<file path="src/rtl/sram_req_arbiter.sv">
// Shares one sram-like port between the inst and data requesters, with in-order response steering.
// Define SRAM_ARB_RR_EN for round-robin arbitration. Without it, data has fixed priority over inst.
module sram_req_arbiter #(
   parameter int MAX_OUT = 4,
   parameter int CNT_W   = 4
) (
   input  logic              clk,
   input  logic              resetn,
   input  logic              inst_req,
   input  logic              inst_wr,
   input  logic [1:0]        inst_size,
   input  logic [31:0]       inst_addr,
   input  logic [3:0]        inst_wstrb,
   input  logic [31:0]       inst_wdata,
   output logic              inst_addr_ok,
   output logic              inst_data_ok,
   output logic [31:0]       inst_rdata,
   input  logic              data_req,
   input  logic              data_wr,
   input  logic [1:0]        data_size,
   input  logic [31:0]       data_addr,
   input  logic [3:0]        data_wstrb,
   input  logic [31:0]       data_wdata,
   output logic              data_addr_ok,
   output logic              data_data_ok,
   output logic [31:0]       data_rdata,
   output logic              sram_req,
   output logic              sram_wr,
   output logic [1:0]        sram_size,
   output logic [31:0]       sram_addr,
   output logic [3:0]        sram_wstrb,
   output logic [31:0]       sram_wdata,
   input  logic              sram_addr_ok,
   input  logic              sram_data_ok,
   input  logic [31:0]       sram_rdata,
   output logic [CNT_W-1:0]  inst_io_cnt,
   output logic [CNT_W-1:0]  data_io_cnt
);
   localparam int PW = (MAX_OUT > 2) ? $clog2(MAX_OUT) : 1;

   typedef enum logic {ARB_IDLE, ARB_LOCK} arb_st_t;

   arb_st_t          r_state, w_state_nxt;
   logic             r_lock;
   logic             r_fifo [MAX_OUT];
   logic [PW-1:0]    r_rd_ptr, r_wr_ptr;
   logic [CNT_W-1:0] r_inst_cnt, r_data_cnt;
   logic [CNT_W:0]   w_total;
   logic             w_full, w_empty, w_pick, w_sel, w_sram_req, w_hs, w_pop, w_head;

   assign w_total = {1'b0, r_inst_cnt} + {1'b0, r_data_cnt};
   assign w_full  = (w_total == (CNT_W+1)'(MAX_OUT));
   assign w_empty = (w_total == '0);

`ifdef SRAM_ARB_RR_EN
   logic r_last;
   // On a tie, the requester that did not win last time goes first.
   assign w_pick = (inst_req && data_req) ? ~r_last : data_req;
   always_ff @(posedge clk or negedge resetn)
      if (!resetn)   r_last <= 1'b0;
      else if (w_hs) r_last <= w_sel;
`else
   assign w_pick = data_req;
`endif

   always_comb begin
      w_state_nxt = r_state;
      w_sel       = w_pick;
      w_sram_req  = 1'b0;
      case (r_state)
         ARB_IDLE: begin
            if (!w_full && (inst_req || data_req)) begin
               w_sram_req = 1'b1;
               if (!sram_addr_ok) w_state_nxt = ARB_LOCK;
            end
         end
         ARB_LOCK: begin
            // The held request owns the port until it is accepted, even if it drops req.
            w_sel      = r_lock;
            w_sram_req = r_lock ? data_req : inst_req;
            if (w_sram_req && sram_addr_ok) w_state_nxt = ARB_IDLE;
         end
         default: w_state_nxt = ARB_IDLE;
      endcase
   end

   assign w_hs   = w_sram_req && sram_addr_ok;
   assign w_pop  = sram_data_ok && !w_empty;
   assign w_head = r_fifo[r_rd_ptr];

   assign sram_req   = w_sram_req;
   assign sram_wr    = w_sel ? data_wr    : inst_wr;
   assign sram_size  = w_sel ? data_size  : inst_size;
   assign sram_addr  = w_sel ? data_addr  : inst_addr;
   assign sram_wstrb = w_sel ? data_wstrb : inst_wstrb;
   assign sram_wdata = w_sel ? data_wdata : inst_wdata;

   assign inst_addr_ok = w_hs && !w_sel;
   assign data_addr_ok = w_hs &&  w_sel;
   assign inst_data_ok = w_pop && !w_head;
   assign data_data_ok = w_pop &&  w_head;
   assign inst_rdata   = sram_rdata;
   assign data_rdata   = sram_rdata;
   assign inst_io_cnt  = r_inst_cnt;
   assign data_io_cnt  = r_data_cnt;

   always_ff @(posedge clk or negedge resetn) begin
      if (!resetn) begin
         r_state    <= ARB_IDLE;
         r_lock     <= 1'b0;
         r_rd_ptr   <= '0;
         r_wr_ptr   <= '0;
         r_inst_cnt <= '0;
         r_data_cnt <= '0;
         for (int i = 0; i < MAX_OUT; i++) r_fifo[i] <= 1'b0;
      end else begin
         r_state <= w_state_nxt;
         if (r_state == ARB_IDLE && w_sram_req && !sram_addr_ok) r_lock <= w_sel;
         if (w_hs) begin
            r_fifo[r_wr_ptr] <= w_sel;
            r_wr_ptr         <= r_wr_ptr + 1'b1;
         end
         if (w_pop) r_rd_ptr <= r_rd_ptr + 1'b1;
         r_inst_cnt <= r_inst_cnt + CNT_W'(inst_addr_ok) - CNT_W'(inst_data_ok);
         r_data_cnt <= r_data_cnt + CNT_W'(data_addr_ok) - CNT_W'(data_data_ok);
      end
   end
endmodule

</file>
<file path="config.mk">
export PLATFORM = sky130hd
export DESIGN_NAME = sram_req_arbiter
export DESIGN_NICKNAME = d
export VERILOG_FILES = /design/src/rtl/sram_req_arbiter.sv
export SDC_FILE = /design/constraint.sdc
export NUM_CORES = 1
export LEC_CHECK = 0
export BUFFER_PORTS_ARGS = -buffer_cell sky130_fd_sc_hd__buf_2
export CAP_MARGIN = 20
export CORE_AREA = 2 2 129 131
export CTS_CLUSTER_SIZE = 28
export DETAILED_ROUTE_END_ITERATION = 10
export DIE_AREA = 0 0 131 133
export PLACE_DENSITY = 0.54
export SLEW_MARGIN = 20
export SYNTH_ARGS = -nofsm -noshare
export SYNTH_HDL_FRONTEND = slang
export SYNTH_SLANG_ARGS = --single-unit
</file>
<file path="constraint.sdc">
create_clock -name clk -period 4.4 [get_ports clk]
set_clock_uncertainty 0.15 [all_clocks]
set_input_delay 0.44 -clock clk [delete_from_list [all_inputs] [get_ports clk]]
set_output_delay 0.44 -clock clk [all_outputs]
set_load 0.01 [all_outputs]
</file>
Word-level counts from Yosys, hierarchy flattened
Cells that the tools add are included.
{"block": "totals", "reg_bits": 18, "inputBits": 180, "output_inout_bits": 148, "wordCells": 61}
{"block": "op_classes", "add_sub_neg": 7, "order_cmp": 3, "n_eq_ne": 1, "n_mux": 19, "bitwise_logic": 3, "reduce_logical": 18}
{"cell": "32-bit two-way mux", "count": 2}
{"cell": "1-bit logical AND", "count": 11}
{"cell": "1-bit two-way mux", "count": 10}
{"cell": "4-bit by 1-bit adder with 4-bit output", "count": 2}
{"cell": "4-bit by 1-bit subtractor with 4-bit output", "count": 2}
{"cell": "3-bit greater-or-equal comparator, second input constant", "count": 2}
{"cell": "2-bit inverter with 3-bit output", "count": 2}
{"cell": "4-bit by 4-bit adder with 5-bit output", "count": 1}
{"cell": "5-bit by 3-bit == test with 1-bit output, second input constant", "count": 1}
{"cell": "1-bit zero test", "count": 5}
{"cell": "5-bit zero test", "count": 1}
{"cell": "2-bit by 1-bit adder with 2-bit output, second input constant", "count": 2}
{"cell": "4-bit bitwise mux", "count": 1}
{"cell": "4-bit two-way mux", "count": 1}
{"cell": "1-bit case mux with 2 select lines", "count": 2}
{"cell": "3-bit by 1-bit < comparator with 1-bit output, second input constant", "count": 1}
{"cell": "1-bit binary-select mux with 2-bit select", "count": 1}
{"cell": "1-bit demux with 2-bit select", "count": 1}
{"cell": "2-bit two-way mux", "count": 1}
{"cell": "1-bit logical OR", "count": 1}
{"cell": "1-bit inverter", "count": 1}

Logic depth before layout (Yosys ltp)
{"block": "logic_depth", "word_depth": 10, "ltp_mapped": 13, "ltp_nobuf": 13}

Worst setup path before layout
No wires, ideal clock.
{"block": "synth_timing", "path_kind": "register to register", "start": "register r_inst_cnt[0], in the netlist inst_io_cnt[0]", "end": "register r_inst_cnt[2], in the netlist inst_io_cnt[2]", "setup_ps": 123, "arrival_time_ps": 3198, "t_required_ps": 4127, "path_slack_ps": 929, "path_stages_with_launch": 13, "path_buffers": 0, "synth_period_minus_slack_ps": 3471, "cell_sequence": "dfrtp_1 ha_1 inv_1 fa_1 or4b_4 o31ai_1 nor2_1 ha_1 inv_1 ha_1 inv_1 fa_1 xnor2_1"}
{"block": "synth_between", "elab_cells_between_ends": 14, "classes_between": "3 x add/sub; 1 x eq/ne; 2 x mux; 8 x reduce/logical"}
{"element": "start: declaration", "line": "47", "text": "logic [CNT_W-1:0] r_inst_cnt, r_data_cnt;"}
{"element": "start signal: assignment", "line": "124", "text": "r_inst_cnt <= r_inst_cnt + CNT_W'(inst_addr_ok) - CNT_W'(inst_data_ok);"}
{"element": "4-bit by 4-bit adder with 5-bit output", "line": "51", "text": "assign w_total = {1'b0, r_inst_cnt} + {1'b0, r_data_cnt};"}
{"element": "5-bit zero test", "line": "53", "text": "assign w_empty = (w_total == '0);"}
{"element": "1-bit zero test", "line": "88", "text": "assign w_pop = sram_data_ok && !w_empty;"}
{"element": "1-bit logical AND", "line": "88"}
{"element": "1-bit logical AND", "line": "100", "text": "assign inst_data_ok = w_pop && !w_head;"}
{"element": "via inst_data_ok", "line": "16", "text": "output logic inst_data_ok,"}
{"element": "4-bit by 1-bit subtractor with 4-bit output", "line": "124"}
The timed path passes the listed nets, and every way through them passes these cells.
A chain may end at the register's enable or synchronous reset.

Worst setup path after layout
{"block": "layout_timing", "start": "register r_inst_cnt[1], in the netlist inst_io_cnt[1]", "end": "register r_data_cnt[2], in the netlist data_io_cnt[2]"}
{"block": "layout_between", "elab_chain_len": 10, "elab_cells_between_ends": 14, "classes_between": "3 x add/sub; 1 x eq/ne; 2 x mux; 8 x reduce/logical"}
{"element": "4-bit by 4-bit adder with 5-bit output *", "line": "51"}
{"element": "5-bit by 3-bit == test with 1-bit output", "line": "52", "text": "assign w_full = (w_total == (CNT_W+1)'(MAX_OUT));"}
{"element": "1-bit zero test", "line": "72", "text": "if (!w_full && (inst_req || data_req)) begin"}
{"element": "1-bit logical AND", "line": "72"}
{"element": "1-bit two-way mux", "line": "72"}
{"element": "1-bit case mux with 2 select lines", "line": "70", "text": "case (r_state)"}
{"element": "1-bit logical AND", "line": "87", "text": "assign w_hs = w_sram_req && sram_addr_ok;"}
{"element": "1-bit logical AND", "line": "99", "text": "assign data_addr_ok = w_hs && w_sel;"}
{"element": "4-bit by 1-bit adder with 4-bit output", "line": "125", "text": "r_data_cnt <= r_data_cnt + CNT_W'(data_addr_ok) - CNT_W'(data_data_ok);"}
{"element": "4-bit by 1-bit subtractor with 4-bit output *", "line": "125"}
{"element": "end signal: assignment", "line": "125"}
{"element": "end: declaration", "line": "47"}
Mark *: on every way between the ends. The rest lies on a longest branch, timed or not.

==> metrics.txt <==
status finished with violations; failing checks hold timing; worst min path class in -> async; Cells after Synth 259; Worst VDD drop 0.229 mV; Simple-Gate Fraction of Synth Area 4.77%; CTS Sinks 18; main combinational cell family by area after synthesis multiplexers; CP Capture Type flop; post-route ant nets 0; first-pass GRT wire length 14500 um; FFs w/ async S/R, synth 100%; Fillers 1777; Vias 2403; DP HPWL 9370 um; setup bufs post-CTS 0; multi-input logic area 0.00150 mm^2; Initial DRC Count 90; Final Hold Vio Count 18; Crit Path Max Fanout 5; Period Utilization, post-route 82.0%; Design Power 0.00228 W; Area after DPL 0.00347 mm^2; Core Region roughly 0.016 mm^2; Starting Density approximately 16%; top post-synthesis cells by area mux2_2, buf_4, dfrtp_1; setup tns final 0 ns; Syn. warnings 0; Port-buffer cells 231; minimum clock period 3.61 ns; initial antenna violation count 2; Post-Synth XOR/XNOR Area between 3 and 4%; M3 GR Usage approximately a tenth; EDFF count, synth 0; Crit Path Category reg -> reg; CTS buffer count 3; Synth Cell Area 0.00254 mm^2; total of max-cap violations 0; Synth Area in Adders 10.2%; Setup WS pre-CTS roughly 0.8 ns; fin nets about 620; Slew HR 57.8%; layout cells sized above 1 between 70% and 80%; Fmax 0.277 GHz; H-tree depth 1; flop and latch count out of synthesis 18; met1 GRT Util 15.9%; Synth Area in Compound Gates 7.33%; post-synthesis sequential area ratio between 10% and 20%; GR met2 Demand/Resource 13.5%; First-pass DRT Iterations 4; I/O pins around 330; GR Overflow Total 0; final setup vio count 0; Die Width 131 um; maximum root-to-sink buffer count 2; TritonCTS clock tree built; post-synthesis mux area share 33.1%; Final Cell Area 0.00356 mm^2; Syn Area/Cell 9.83 um^2; Placer Congestion approximately 0.74; fin worst setup slack between 0.7 and 0.8 ns; DIE AREA 0.0174 mm^2; max-slew violations 0; CTS resizes 0; Most Crowded Layer GR met1; Worst setup SP type flop; DRC viols 0; hold buffer count at CTS 0; hold_ws -0.0103 ns; Yosys top cell area share 31.9%; largest net degree at the start of global routing 51; critical path data required time 4.39 ns; pwr dens 642 mW/mm^2; synth unique cells 34; vias in the first global route 2296; WL per Instance roughly 17 um; P_leak 1.82 nW; WP data arrival 3.60 ns; clock latency on the worst-skew pair approximately 0.25 ns; Rows 47; Area Overhead vs Synth 39.8%; Total GRT Usage 11.6%; Root Driver clkbuf_16; Clock transition at path regs 0.06 ns; register area 450 um^2; ys flop type dfrtp_1; vias per cell between 3 and 4; setup repair after global routing missed its margin false; worst-margin pin slew 0.633 ns; biggest area consumer among synthesized cells mux2_2; Syn Nets 458; final wirelength 10600 um; chip height 133 um
-- worst max-delay path, stage by stage (launching register included) --
cell and delay (ns):
dfrtp_1 0.45, inv_1 0.12, fa_1 0.53, or4b_4 0.50
o31ai_1 0.50, nor2b_1 0.15, ha_1 0.31, inv_1 0.05
ha_1 0.15, inv_1 0.06, fa_1 0.38, xnor2_1 0.14
-- cells in the mapped netlist, drive strengths merged (2+ instances only) --
cell and count:
a21o 2, a21oi 8, a31oi 4, buf 74, dfrtp 18, fa 3, ha 16, inv 18
mux2 72, nand2 7, nand2b 2, nand3 3, nor2 3, nor2b 4, o21ai 3, xnor2 8
-- power breakdown --
| group | switching, W | internal [W] |
|---|---|---|
| clock | 0.0000676 | 0.000139 |
| combinational | 0.000904 | 0.000818 |
| sequential | 0.0000938 | 0.000261 |
-- kinds of logic (layout without fill, tap and decap cells) --
kind of cell / after synthesis / in the layout
other: 0 / 1
DFF: 18 / 18
adders and majority gates: 19 / 19
AOI/OAI and AO/OA: 24 / 24
buffers and inverters: 92 / 255
and+or+nand+nor: 23 / 23
muxes: 74 / 74
xor gates and xnor gates: 9 / 9
-- state kept, by name, indices dropped and copies added, names as in the netlist --
name,cells
inst_io_cnt,4
data_io_cnt,4
r_rd_ptr,2
r_fifo,4
r_state,1
r_lock,1
r_wr_ptr,2
-- final cells by class --
type                    count  share of cell area [%]
multi-input cells         149                    42.2
flip-flops and latches     18                    12.7
diodes                      1                  0.0703
clock buffers               4                    2.50
well taps                 220                    7.74
repair buffers            233                    32.9
inverters                  18                    1.90
-- through the flow --
step           utilization [%]  std cells
2_1_floorplan                -        259
3_3_place_gp              21.4        638
3_5_place_dp              21.4        638
4_1_cts                   22.0        642
5_1_grt                   22.0        642
6_report                  22.0        643
-- cells in the final DEF (no fill, tap or decap) --
| cell type | netlist | final |
|---|---|---|
| a2bb2oi_1 | 1 | 1 |
| o2111a_1 | 1 | 1 |
| o21ai_1 | 1 | 1 |
| a32o_1 | 1 | 1 |
| a21o_1 | 2 | 2 |
| nor3_1 | 1 | 1 |
| fa_1 | 3 | 3 |
| mux2i_4 | 0 | 1 |
| nor2_1 | 3 | 3 |
| clkbuf_8 | 0 | 1 |
| nand3_1 | 3 | 3 |
| o211ai_2 | 1 | 1 |
| or4b_4 | 1 | 1 |
| ha_1 | 16 | 16 |
| or2_2 | 1 | 1 |
| nand2_1 | 7 | 7 |
| nor2b_1 | 4 | 4 |
| o311ai_4 | 1 | 1 |
| o21ai_0 | 2 | 2 |
| nand2b_1 | 2 | 2 |
| clkbuf_16 | 0 | 3 |
| mux4_2 | 1 | 1 |
| mux2_2 | 72 | 72 |
| xor2_1 | 1 | 1 |
| and2_1 | 1 | 1 |
| inv_1 | 18 | 18 |
| o31ai_1 | 1 | 1 |
| buf_4 | 64 | 2 |
| buf_2 | 9 | 231 |
| xnor2_1 | 8 | 8 |
| a21oi_2 | 2 | 2 |
| diode_2 | 0 | 1 |
| a21oi_1 | 6 | 6 |
| a31oi_1 | 4 | 4 |
| a21boi_0 | 1 | 1 |
| dfrtp_1 | 18 | 18 |
-- layer usage --
metal	wire, um	share of wire [%]
met5	13	0.12
met4	96	0.90
met3	2090	20
met2	3920	37
met1	4500	42
-- worst paths after layout --
| path | endpoint | cells past startpoint | slack, ns | from |
|---|---|---|---|---|
| max in group asynchronous | r_fifo[0] | 1 | 3.79 | resetn |
| max | data_io_cnt[2] | 11 | 0.79 | inst_io_cnt[1] |
| min in group clk | r_state | 2 | 0.32 | sram_addr_ok |
| max reg2reg | data_io_cnt[2] | 11 | 0.79 | inst_io_cnt[1] |
| min reg2reg | r_rd_ptr[1] | 1 | 0.34 | r_rd_ptr[1] |
| min | r_rd_ptr[0] | 1 | -0.01 | resetn |
(Power assumes the default switching activity.)
